File: config.mk
export PLATFORM = sky130hd
export DESIGN_NAME = reset_sequencer_flat
export DESIGN_NICKNAME = d
export VERILOG_FILES = /design/src/rtl/reset_sequencer_if.sv /design/src/rtl/reset_sequencer.sv /design/src/flat_wrapper.sv
export SDC_FILE = /design/constraint.sdc
export NUM_CORES = 1
export LEC_CHECK = 0
export CAP_MARGIN = 20
export CORE_MARGIN = 2
export CORE_UTILIZATION = 33
export CTS_CLUSTER_SIZE = 28
export DETAILED_ROUTE_END_ITERATION = 8
export PLACE_DENSITY = 0.65
export SLEW_MARGIN = 10
export SYNTH_ARGS = -nofsm -noshare
export SYNTH_HDL_FRONTEND = slang
export SYNTH_SLANG_ARGS = --single-unit
File: constraint.sdc
create_clock -name clk -period 1.9 [get_ports clk]
set_input_delay 0.19 -clock clk [delete_from_list [all_inputs] [get_ports clk]]
set_output_delay 0.19 -clock clk [all_outputs]
set_load 0.005 [all_outputs]
File: src/rtl/reset_sequencer_if.sv
// rtl/reset_sequencer_if.sv - control/status bundle between the reset sequencer and its environment
//
// Purpose: groups the software request, the upstream lock and the reset/status
// outputs of reset_sequencer so they travel as one port.
//
// Signals:
//   req       - software reset request, level-sensitive, synchronous to clk
//   lock      - upstream ready (e.g. PLL locked), already synchronous to clk
//   rst_out   - per-domain active-high resets, released in index order
//   done      - high when every rst_out bit is low
//   state     - current sequencer state code (0 ASSERT, 1 WAIT_LOCK, 2 RELEASE, 3 RUN)
//   lock_lost - sticky lock-loss-in-RUN flag, present only when
//               RESET_SEQUENCER_LOCK_MONITOR_EN is defined
//
// Modports: master drives req/lock (environment side), slave drives the
// resets and status (sequencer side).

interface reset_sequencer_if #(
    parameter int STAGES = 3
);
    logic              req;
    logic              lock;
    logic [STAGES-1:0] rst_out;
    logic              done;
    logic [1:0]        state;
`ifdef RESET_SEQUENCER_LOCK_MONITOR_EN
    logic              lock_lost;
`endif

    modport master (
        output req,
        output lock,
`ifdef RESET_SEQUENCER_LOCK_MONITOR_EN
        input  lock_lost,
`endif
        input  rst_out,
        input  done,
        input  state
    );

    modport slave (
        input  req,
        input  lock,
`ifdef RESET_SEQUENCER_LOCK_MONITOR_EN
        output lock_lost,
`endif
        output rst_out,
        output done,
        output state
    );
endinterface

File: src/rtl/reset_sequencer.sv
// rtl/reset_sequencer.sv - ordered release of synchronous reset domains after lock
//
// Purpose: holds every downstream reset domain in reset for at least
// MIN_ASSERT cycles, waits for the upstream lock, then releases rst_out[0],
// rst_out[1], ... one every DELAY cycles. A software request (req) or a loss
// of lock during release re-runs the whole sequence.
//
// Optional feature (macro RESET_SEQUENCER_LOCK_MONITOR_EN): lock loss while
// in RUN also re-runs the sequence and sets the sticky bus.lock_lost flag,
// which reset or req clears. Without the macro lock is ignored in RUN.
//
// Ports:
//   clk   - clock, all logic on the rising edge
//   reset - synchronous active-high block reset, highest priority
//   bus   - reset_sequencer_if.slave: req, lock in; rst_out, done, state
//           (and lock_lost with the monitor) out, all outputs registered
//
// Parameters:
//   STAGES     - number of reset outputs (>= 1)
//   MIN_ASSERT - cycles spent in ASSERT before lock is examined (>= 1)
//   DELAY      - cycles from RELEASE entry to the first release and between
//                consecutive releases (>= 1)

module reset_sequencer #(
    parameter int STAGES     = 3,
    parameter int MIN_ASSERT = 8,
    parameter int DELAY      = 16
) (
    input  logic              clk,
    input  logic              reset,
    reset_sequencer_if.slave  bus
);

    typedef enum logic [1:0] {
        S_ASSERT    = 2'd0,
        S_WAIT_LOCK = 2'd1,
        S_RELEASE   = 2'd2,
        S_RUN       = 2'd3
    } state_t;

    // One counter serves both the ASSERT hold and the RELEASE spacing, so it
    // is sized for the larger of the two terminal counts.
    localparam int MAX_CNT = (MIN_ASSERT > DELAY) ? MIN_ASSERT : DELAY;
    localparam int CNT_W   = (MAX_CNT > 1) ? $clog2(MAX_CNT) : 1;
    localparam int IDX_W   = (STAGES > 1) ? $clog2(STAGES) : 1;

    localparam logic [CNT_W-1:0] MIN_TC   = CNT_W'(MIN_ASSERT - 1);
    localparam logic [CNT_W-1:0] DLY_TC   = CNT_W'(DELAY - 1);
    localparam logic [IDX_W-1:0] LAST_IDX = IDX_W'(STAGES - 1);

    state_t            r_state;
    logic [CNT_W-1:0]  r_cnt;
    logic [IDX_W-1:0]  r_idx;
    logic [STAGES-1:0] r_rst_out;
    logic              r_done;
    logic              r_lock_lost;

    state_t            w_state_nxt;
    logic [CNT_W-1:0]  w_cnt_nxt;
    logic [IDX_W-1:0]  w_idx_nxt;
    logic [STAGES-1:0] w_rst_nxt;
    logic              w_done_nxt;
    logic              w_lock_lost_nxt;
    logic              w_restart;

    // State and datapath registers; every output is taken straight from here.
    always_ff @(posedge clk) begin
        if (reset) begin
            r_state     <= S_ASSERT;
            r_cnt       <= '0;
            r_idx       <= '0;
            r_rst_out   <= '1;
            r_done      <= 1'b0;
            r_lock_lost <= 1'b0;
        end else begin
            r_state     <= w_state_nxt;
            r_cnt       <= w_cnt_nxt;
            r_idx       <= w_idx_nxt;
            r_rst_out   <= w_rst_nxt;
            r_done      <= w_done_nxt;
            r_lock_lost <= w_lock_lost_nxt;
        end
    end

    // Next-state and next-output logic.
    always_comb begin
        w_state_nxt     = r_state;
        w_cnt_nxt       = r_cnt;
        w_idx_nxt       = r_idx;
        w_rst_nxt       = r_rst_out;
        w_lock_lost_nxt = r_lock_lost;
        w_restart       = 1'b0;

        if (bus.req) begin
            // req outranks any terminal count in the same cycle, and holding
            // it keeps the counter pinned at zero.
            w_restart       = 1'b1;
            w_lock_lost_nxt = 1'b0;
        end else begin
            case (r_state)
                S_ASSERT: begin
                    w_rst_nxt = '1;
                    if (r_cnt == MIN_TC) begin
                        w_state_nxt = S_WAIT_LOCK;
                        w_cnt_nxt   = '0;
                    end else begin
                        w_cnt_nxt = r_cnt + 1'b1;
                    end
                end

                S_WAIT_LOCK: begin
                    w_rst_nxt = '1;
                    w_cnt_nxt = '0;
                    if (bus.lock) begin
                        w_state_nxt = S_RELEASE;
                        w_idx_nxt   = '0;
                    end
                end

                S_RELEASE: begin
                    if (!bus.lock) begin
                        w_restart = 1'b1;
                    end else if (r_cnt == DLY_TC) begin
                        // Release the current domain; the final release moves
                        // to RUN in the same cycle so done rises with it.
                        w_rst_nxt[r_idx] = 1'b0;
                        w_cnt_nxt        = '0;
                        if (r_idx == LAST_IDX) begin
                            w_state_nxt = S_RUN;
                        end else begin
                            w_idx_nxt = r_idx + 1'b1;
                        end
                    end else begin
                        w_cnt_nxt = r_cnt + 1'b1;
                    end
                end

                S_RUN: begin
                    w_rst_nxt = '0;
`ifdef RESET_SEQUENCER_LOCK_MONITOR_EN
                    if (!bus.lock) begin
                        w_restart       = 1'b1;
                        w_lock_lost_nxt = 1'b1;
                    end
`endif
                end

                default: begin
                    w_restart = 1'b1;
                end
            endcase
        end

        if (w_restart) begin
            w_state_nxt = S_ASSERT;
            w_cnt_nxt   = '0;
            w_idx_nxt   = '0;
            w_rst_nxt   = '1;
        end

        w_done_nxt = (w_rst_nxt == '0);
    end

    assign bus.rst_out = r_rst_out;
    assign bus.done    = r_done;
    assign bus.state   = r_state;
`ifdef RESET_SEQUENCER_LOCK_MONITOR_EN
    assign bus.lock_lost = r_lock_lost;
`else
    // Lock-lost tracking only matters with the monitor compiled in.
    logic w_unused_lock_lost;
    assign w_unused_lock_lost = r_lock_lost;
`endif

endmodule
File: src/flat_wrapper.sv
// flat-port wrapper written by rule: the top's interface ports become plain ports
module reset_sequencer_flat 
#(
    parameter int STAGES     = 3,
    parameter int MIN_ASSERT = 8,
    parameter int DELAY      = 16
)
  (clk, reset, bus_req, bus_lock, bus_rst_out, bus_done, bus_state);
  reset_sequencer_if #(.STAGES(STAGES)) bus_i ();
  input  logic clk;
  input  logic reset;
  input wire logic [$bits(bus_i.req)-1:0] bus_req;
  input wire logic [$bits(bus_i.lock)-1:0] bus_lock;
  output wire logic [$bits(bus_i.rst_out)-1:0] bus_rst_out;
  output wire logic [$bits(bus_i.done)-1:0] bus_done;
  output wire logic [$bits(bus_i.state)-1:0] bus_state;
  assign bus_i.req = bus_req;
  assign bus_i.lock = bus_lock;
  assign bus_rst_out = bus_i.rst_out;
  assign bus_done = bus_i.done;
  assign bus_state = bus_i.state;
  reset_sequencer #(.STAGES(STAGES), .MIN_ASSERT(MIN_ASSERT), .DELAY(DELAY)) u_core (.clk(clk), .reset(reset), .bus(bus_i));
endmodule
# == Yosys cells after proc, flatten, opt, wreduce, memory -nomap -nowiden ==
# Cells that the tools add are included.
# op_classes
addsub,2
magnitude_cmp,2
eq_ne,12
mux,25
bitwise_logic,3
reduce_logical,10
# ops
cell,count
2-bit 2-to-1 mux,9
3-bit 2-to-1 mux,4
4-bit 2-to-1 mux,3
4-bit one-hot mux with 3 select lines,1
3-bit one-hot mux with 3 select lines,1
7-bit AND reduction,1
"2-bit == test, second input constant",3
"2-bit by 1-bit != test with 1-bit output, second input constant",3
"2-bit != test, second input constant",3
2-bit one-hot mux with 3 select lines,1
6-bit AND reduction,1
"4-bit by 1-bit adder with 4-bit output, second input constant",1
"4-bit by 3-bit == test with 1-bit output, second input constant",1
"4-bit == test, second input constant",1
1-bit 2-to-1 mux,4
2-bit one-hot mux with 2 select lines,1
2-bit OR reduction,2
3-bit AND,1
3-bit zero test,1
"2-bit by 3-bit < comparator with 1-bit output, second input constant",1
3-bit NOT,1
3-bit AND reduction,1
3-bit nonzero test,1
"2-bit by 1-bit adder with 2-bit output, second input constant",1
7 further kinds,7
# word_totals
regBits,12
inputBits,4
out_inout_bits,6
elab_cells,59

# == Longest topological paths before layout ==
# logic_depth
depth_word,12
ltp_mapped,7
mapped_depth_nobuf,6

# == Least setup slack after synthesis ==
# OpenSTA, ideal clock, no wires.
# synth_path
kind,reg2reg
startpoint,"register u_core.r_state[0], in the netlist u_core.bus.state[0]"
endpoint,"register u_core.r_done, in the netlist u_core.bus.done"
setup_time_ps,60
arrival_ps,1760
t_required_ps,1840
setup_slack_ps,80
stages_incl_launch_ff,8
path_buffers,1
period_less_slack_ps,1820
path_cell_list,dfxtp_1 -> inv_1 -> ha_1 -> nor2b_4 -> or3_1 -> buf_2 -> a311o_1 -> and3b_1
# synth_between
elab_chain_len,6
elab_cells_between_ends,11
classes_between,eq/ne: 3; mux: 5; reduce/logical: 3
# synth_rtl
element,line_no,source
start: declaration,reset_sequencer.sv:51,state_t r_state;
start signal: assignment,reset_sequencer.sv:76,r_state <= w_state_nxt;
2-bit by 1-bit == test with 1-bit output or 2-bit zero test (tied branches),reset_sequencer.sv:100,case (r_state)
2-bit OR reduction (no source line),--,
3-bit one-hot mux with 3 select lines,reset_sequencer.sv:100,
3-bit 2-to-1 mux,reset_sequencer.sv:94,if (bus.req) begin
3-bit 2-to-1 mux *,reset_sequencer.sv:154,if (w_restart) begin
3-bit zero test *,reset_sequencer.sv:161,w_done_nxt = (w_rst_nxt == '0);
end signal: assignment,reset_sequencer.sv:80,r_done <= w_done_nxt;
end: declaration,reset_sequencer.sv:55,logic r_done;
# Every way passes the cells marked *; elsewhere a longest branch is shown, timed or not.
# A chain may end at the register's enable or synchronous reset.

# == Final worst setup path ==
# layout_path
startpoint,"register u_core.r_state[0], in the netlist u_core.bus.state[0]"
endpoint,"register u_core.r_state[1], in the netlist u_core.bus.state[1]"
# layout_between
elab_chain_len,4
elab_cells_between_ends,14
classes_between,eq/ne: 7; mux: 3; reduce/logical: 4
# layout_rtl
element,line_no
2-bit == test,reset_sequencer.sv:100
1-bit 2-to-1 mux,reset_sequencer.sv:100
1-bit 2-to-1 mux,reset_sequencer.sv:94
2-bit OR reduction (no source line),--
# Parallel ways exist; a longest one is shown, timed or not.

==> results.txt <==
* Result of the run: finished, final reports clean
* Critical path startpoint category: register
- Along the worst hold path, the cell count comes to 2.
* Wirelength per Cell: 11.5 microns
- Latest clock arrival within the worst-skew pair: 0.27 ns
- Count of different cell masters after synthesis: 31
* Worst Path Arrival: ~2.0 ns
- Dividing the detail-routed via count by the number of cells gives about 5.
* Detailed Place HPWL: 1160 microns
* Count of pins over their slew limit: 0
- Number of buffers inserted for hold repair after clock tree synthesis: 0
- The worst hold path belongs to the class reg2reg.
- Number of global-route vias before repair: around 630
* Number of nets in the layout: 119
- The tree is rooted in a sky130_fd_sc_hd__clkbuf_4.
* Period utilisation layout: 92.9%
* Post-synthesis cell type with the largest combined area: sky130_fd_sc_hd__dfxtp_1
- The first global-routing pass estimated roughly 2700 microns of wire.
- When the netlist entered floorplanning its net count stood at 101.
- From bottom edge to top edge, the die measures about 51 microns.
- Cells fill 42.8% of the core in the end.
- TritonCTS built the clock tree.
* Cells on worst reg2reg path: 7
- At the pin with the least slew margin, the transition time is ~0.29 ns.
* Fin area: 920 sq um
* Fill cell instance count of the final layout: 225
- Drt first-iter violations: 5
- The critical path is of the reg2reg type.
- The number of hold violations in the final report was 0.
* Area of combinational cells with multiple inputs: 464 sq um
- Initial DRT Pass Iterations: 4
- Unrepaired setup endpoints after global routing: no
- In this run the register-to-register setup slack is 0.13 ns.
* Hold Crit Endpoint: u_core.r_cnt[1]
- Final weighted congestion in routability-driven placement: 0.775
- Synthesized area per cell: 8.36 sq um
* Final critical path time including I/O delays and setup: ~1.8 ns
- For this run the aggregate overflow at the end of global routing stands at 0.
- Entering global routing, the biggest net connects 9 pins.
- After synthesis the cells add up to 736 sq um.
- Startpoint of the most critical hold path: u_core.r_cnt[1]
- In this run the tool buffered the top-level ports with 9 buffer cells.
- IR analysis of the VDD net gives a maximum drop of 0.362 mV.
- For this run, the register share of the synthesized area comes to between 30 and 40%.
- Most frequent cells in the layout: 12 x sky130_fd_sc_hd__dfxtp_1, 11 x sky130_fd_sc_hd__nand2_1, 9 x sky130_fd_sc_hd__ha_1, 9 x sky130_fd_sc_hd__clkdlybuf4s50_1
- Minimum hold slack: 0.490 ns
* Total via count after detailed routing: 654
* Ranking of synthesized cells by area: sky130_fd_sc_hd__dfxtp_1 33%, sky130_fd_sc_hd__ha_1 15%, sky130_fd_sc_hd__nand2_1 5.6%, sky130_fd_sc_hd__a21oi_1 3.4%, sky130_fd_sc_hd__inv_1 3.1%
- Final ANT Viol Nets: 0
- Std-Cell Core Area: 2150 sq um
* Antenna Diode Count: 0
- In this run the cell area measured after placement is 897 sq um.
- Clock-pin slew was measured on the worst setup and hold paths at 0.07 ns.
- Cells after synthesis: 88
* TNS Setup: 0 ns
- Number of rows created at floorplan: 17
- For this run, the number of Yosys warnings is 0.
- Critical path peak fanout: 8
* Max cap viols: 0
- Of the cells placed in the final design, the portion with a size suffix greater than 1 is 9.62%.
- Slew headroom: between 80% and 90%
* Final Non-Filler Cells: 132
* Count of H-tree levels built during CTS: 1
* Number of buffers inserted during clock tree synthesis: 3
- Inst Count DP: 129
* All-layer global routing usage: 13.4%
* Register Area: 240 sq um
* Endpoint kind of the worst setup timing path: register
* Ports: 10
- The longest clock path from root to sink contains 2 buffers.
- For this block, the routed nets add up to 1510 microns of wire.
- Layout Area Growth over Synthesis: 25.0%
- In this run the biggest area consumer among cell types represents 32.7% of the synthesized area.
- Setup skew after layout: around 0.0014 ns
- Die Outline Area: approximately 2600 sq um
* Fmax: 566 MHz
- Worst R2R End: u_core.bus.state[1]
- Power per cell area: roughly 480 nW/um^2
* Most frequent standard cell in the layout excluding fill and tap cells: sky130_fd_sc_hd__dfxtp_1
- For this run, design rule violations remaining after detail routing come to 0.
- The floorplan step set the die width to 51.2 microns.
- Total leakage power: between 0.3 and 0.4 nW
- Worst reg2reg path startpoint: u_core.bus.state[0]
- For this configuration, the core starts out at a cell density of 34.2%.
- The initial antenna violation count came to 0.
* Post-CTS Repair Setup Buffers: 0
- In this run, post-CTS repair resized a total of 0 instances.
- Final setup violation count: 0
- CP Data Required Time: 2.10 ns
- Clock Sinks: 12
- Synthesis inferred 12 register bits.
==> through the flow <==
stage	setup WS [ns]	total power, W
after CTS	0.149	0.000452
after global routing	0.0421	0.000469
after floorplan	0.0803	0.000279
after global placement	0.193	0.000298
final	0.135	0.000446
after detailed placement	0.132	0.000299
==> flip-flops by register name (all words and copies together) (netlist names) <==
register	count
u_core.bus.done	1
u_core.r_idx	2
u_core.r_cnt	4
u_core.bus.state	2
u_core.bus.rst_out	3
==> cells in the mapped netlist <==
| master | instances |
|---|---|
| sky130_fd_sc_hd__dfxtp_1 | 12 |
| sky130_fd_sc_hd__nand2_1 | 11 |
| sky130_fd_sc_hd__ha_1 | 9 |
| sky130_fd_sc_hd__inv_1 | 6 |
| sky130_fd_sc_hd__nor2_1 | 6 |
| sky130_fd_sc_hd__a21oi_1 | 5 |
| sky130_fd_sc_hd__nor3_1 | 4 |
| sky130_fd_sc_hd__o21ai_1 | 3 |
| sky130_fd_sc_hd__a211oi_1 | 2 |
| sky130_fd_sc_hd__a31oi_1 | 2 |
| sky130_fd_sc_hd__and3_1 | 2 |
| sky130_fd_sc_hd__and3b_1 | 2 |
| sky130_fd_sc_hd__nor2b_1 | 2 |
| sky130_fd_sc_hd__o21ai_0 | 2 |
| sky130_fd_sc_hd__o22ai_1 | 2 |
| sky130_fd_sc_hd__or3_1 | 2 |
| sky130_fd_sc_hd__xnor2_1 | 2 |
| sky130_fd_sc_hd__a21boi_1 | 1 |
| sky130_fd_sc_hd__a221oi_1 | 1 |
| sky130_fd_sc_hd__a311o_1 | 1 |
| sky130_fd_sc_hd__and4_1 | 1 |
| sky130_fd_sc_hd__buf_2 | 1 |
| sky130_fd_sc_hd__clkbuf_1 | 1 |
| sky130_fd_sc_hd__mux2_1 | 1 |
| sky130_fd_sc_hd__mux2i_1 | 1 |
| sky130_fd_sc_hd__nand2b_1 | 1 |
| sky130_fd_sc_hd__nand3_1 | 1 |
| sky130_fd_sc_hd__nor2b_4 | 1 |
| sky130_fd_sc_hd__or2_1 | 1 |
| sky130_fd_sc_hd__or2b_1 | 1 |
| sky130_fd_sc_hd__or4b_1 | 1 |
==> cell type report <==
| class | instances | area share, % |
|---|---|---|
| Sequential cell | 12 | 26.1 |
| Timing Repair Buffer | 15 | 14.7 |
| Inverter | 6 | 2.45 |
| Tap cell | 28 | 3.81 |
| Clock buffer | 3 | 2.45 |
| Multi-Input combinational cell | 68 | 50.5 |
==> critical path: stages (launching register included) <==
cell                      delay (ns)
sky130_fd_sc_hd__dfxtp_1        0.33
sky130_fd_sc_hd__inv_1          0.06
sky130_fd_sc_hd__ha_1           0.30
sky130_fd_sc_hd__buf_4          0.18
sky130_fd_sc_hd__mux2_1         0.27
sky130_fd_sc_hd__o22ai_1        0.15
sky130_fd_sc_hd__and3_1         0.23
sky130_fd_sc_hd__mux2i_1        0.18
==> cells by family (layout without fill, tap and decap cells) <==
family                   after synthesis  in the layout  synth area share [%]
AO/OA/AOI/OAI                         19             19                  15.8
adder cells (fa/ha/maj)                9              9                  15.3
flip-flops                            12             12                  32.7
multiplexers                           2              2                  2.89
buffers and inverters                  8             24                  4.25
XOR/XNOR                               2              2                  2.38
AND/OR/NAND/NOR                       36             36                  26.7
==> power breakdown <==
part / internal (W) / switching (W) / total (W)
sequential: 0.000254 / 0.00000254 / 0.000257
combinational: 0.0000182 / 0.0000178 / 0.0000360
clock: 0.0000733 / 0.0000798 / 0.000153
==> per-layer routing <==
metal,wire (microns),track usage (%),up-vias
met1,766,17.4,302
met2,676,21.6,10
met4,5,2.63,0
met3,64,4.68,2
li1,-,-,340
met5,0,0,-
==> worst max-delay path by stage <==
stage | start | endpoint | slack, ns | depth (start not counted)
3_3_place_gp | u_core.bus.state[0] | u_core.bus.state[1] | 0.19 | 7
6_report | u_core.bus.state[0] | u_core.bus.state[1] | 0.13 | 7
5_1_grt | u_core.bus.state[0] | u_core.bus.state[1] | 0.04 | 7
2_1_floorplan | u_core.bus.state[0] | u_core.bus.done | 0.08 | 7
4_1_cts | u_core.bus.state[0] | u_core.bus.state[1] | 0.15 | 7
3_5_place_dp | bus_lock | u_core.r_idx[0] | 0.13 | 4
No activity file was read; power rests on OpenSTA's default activity.
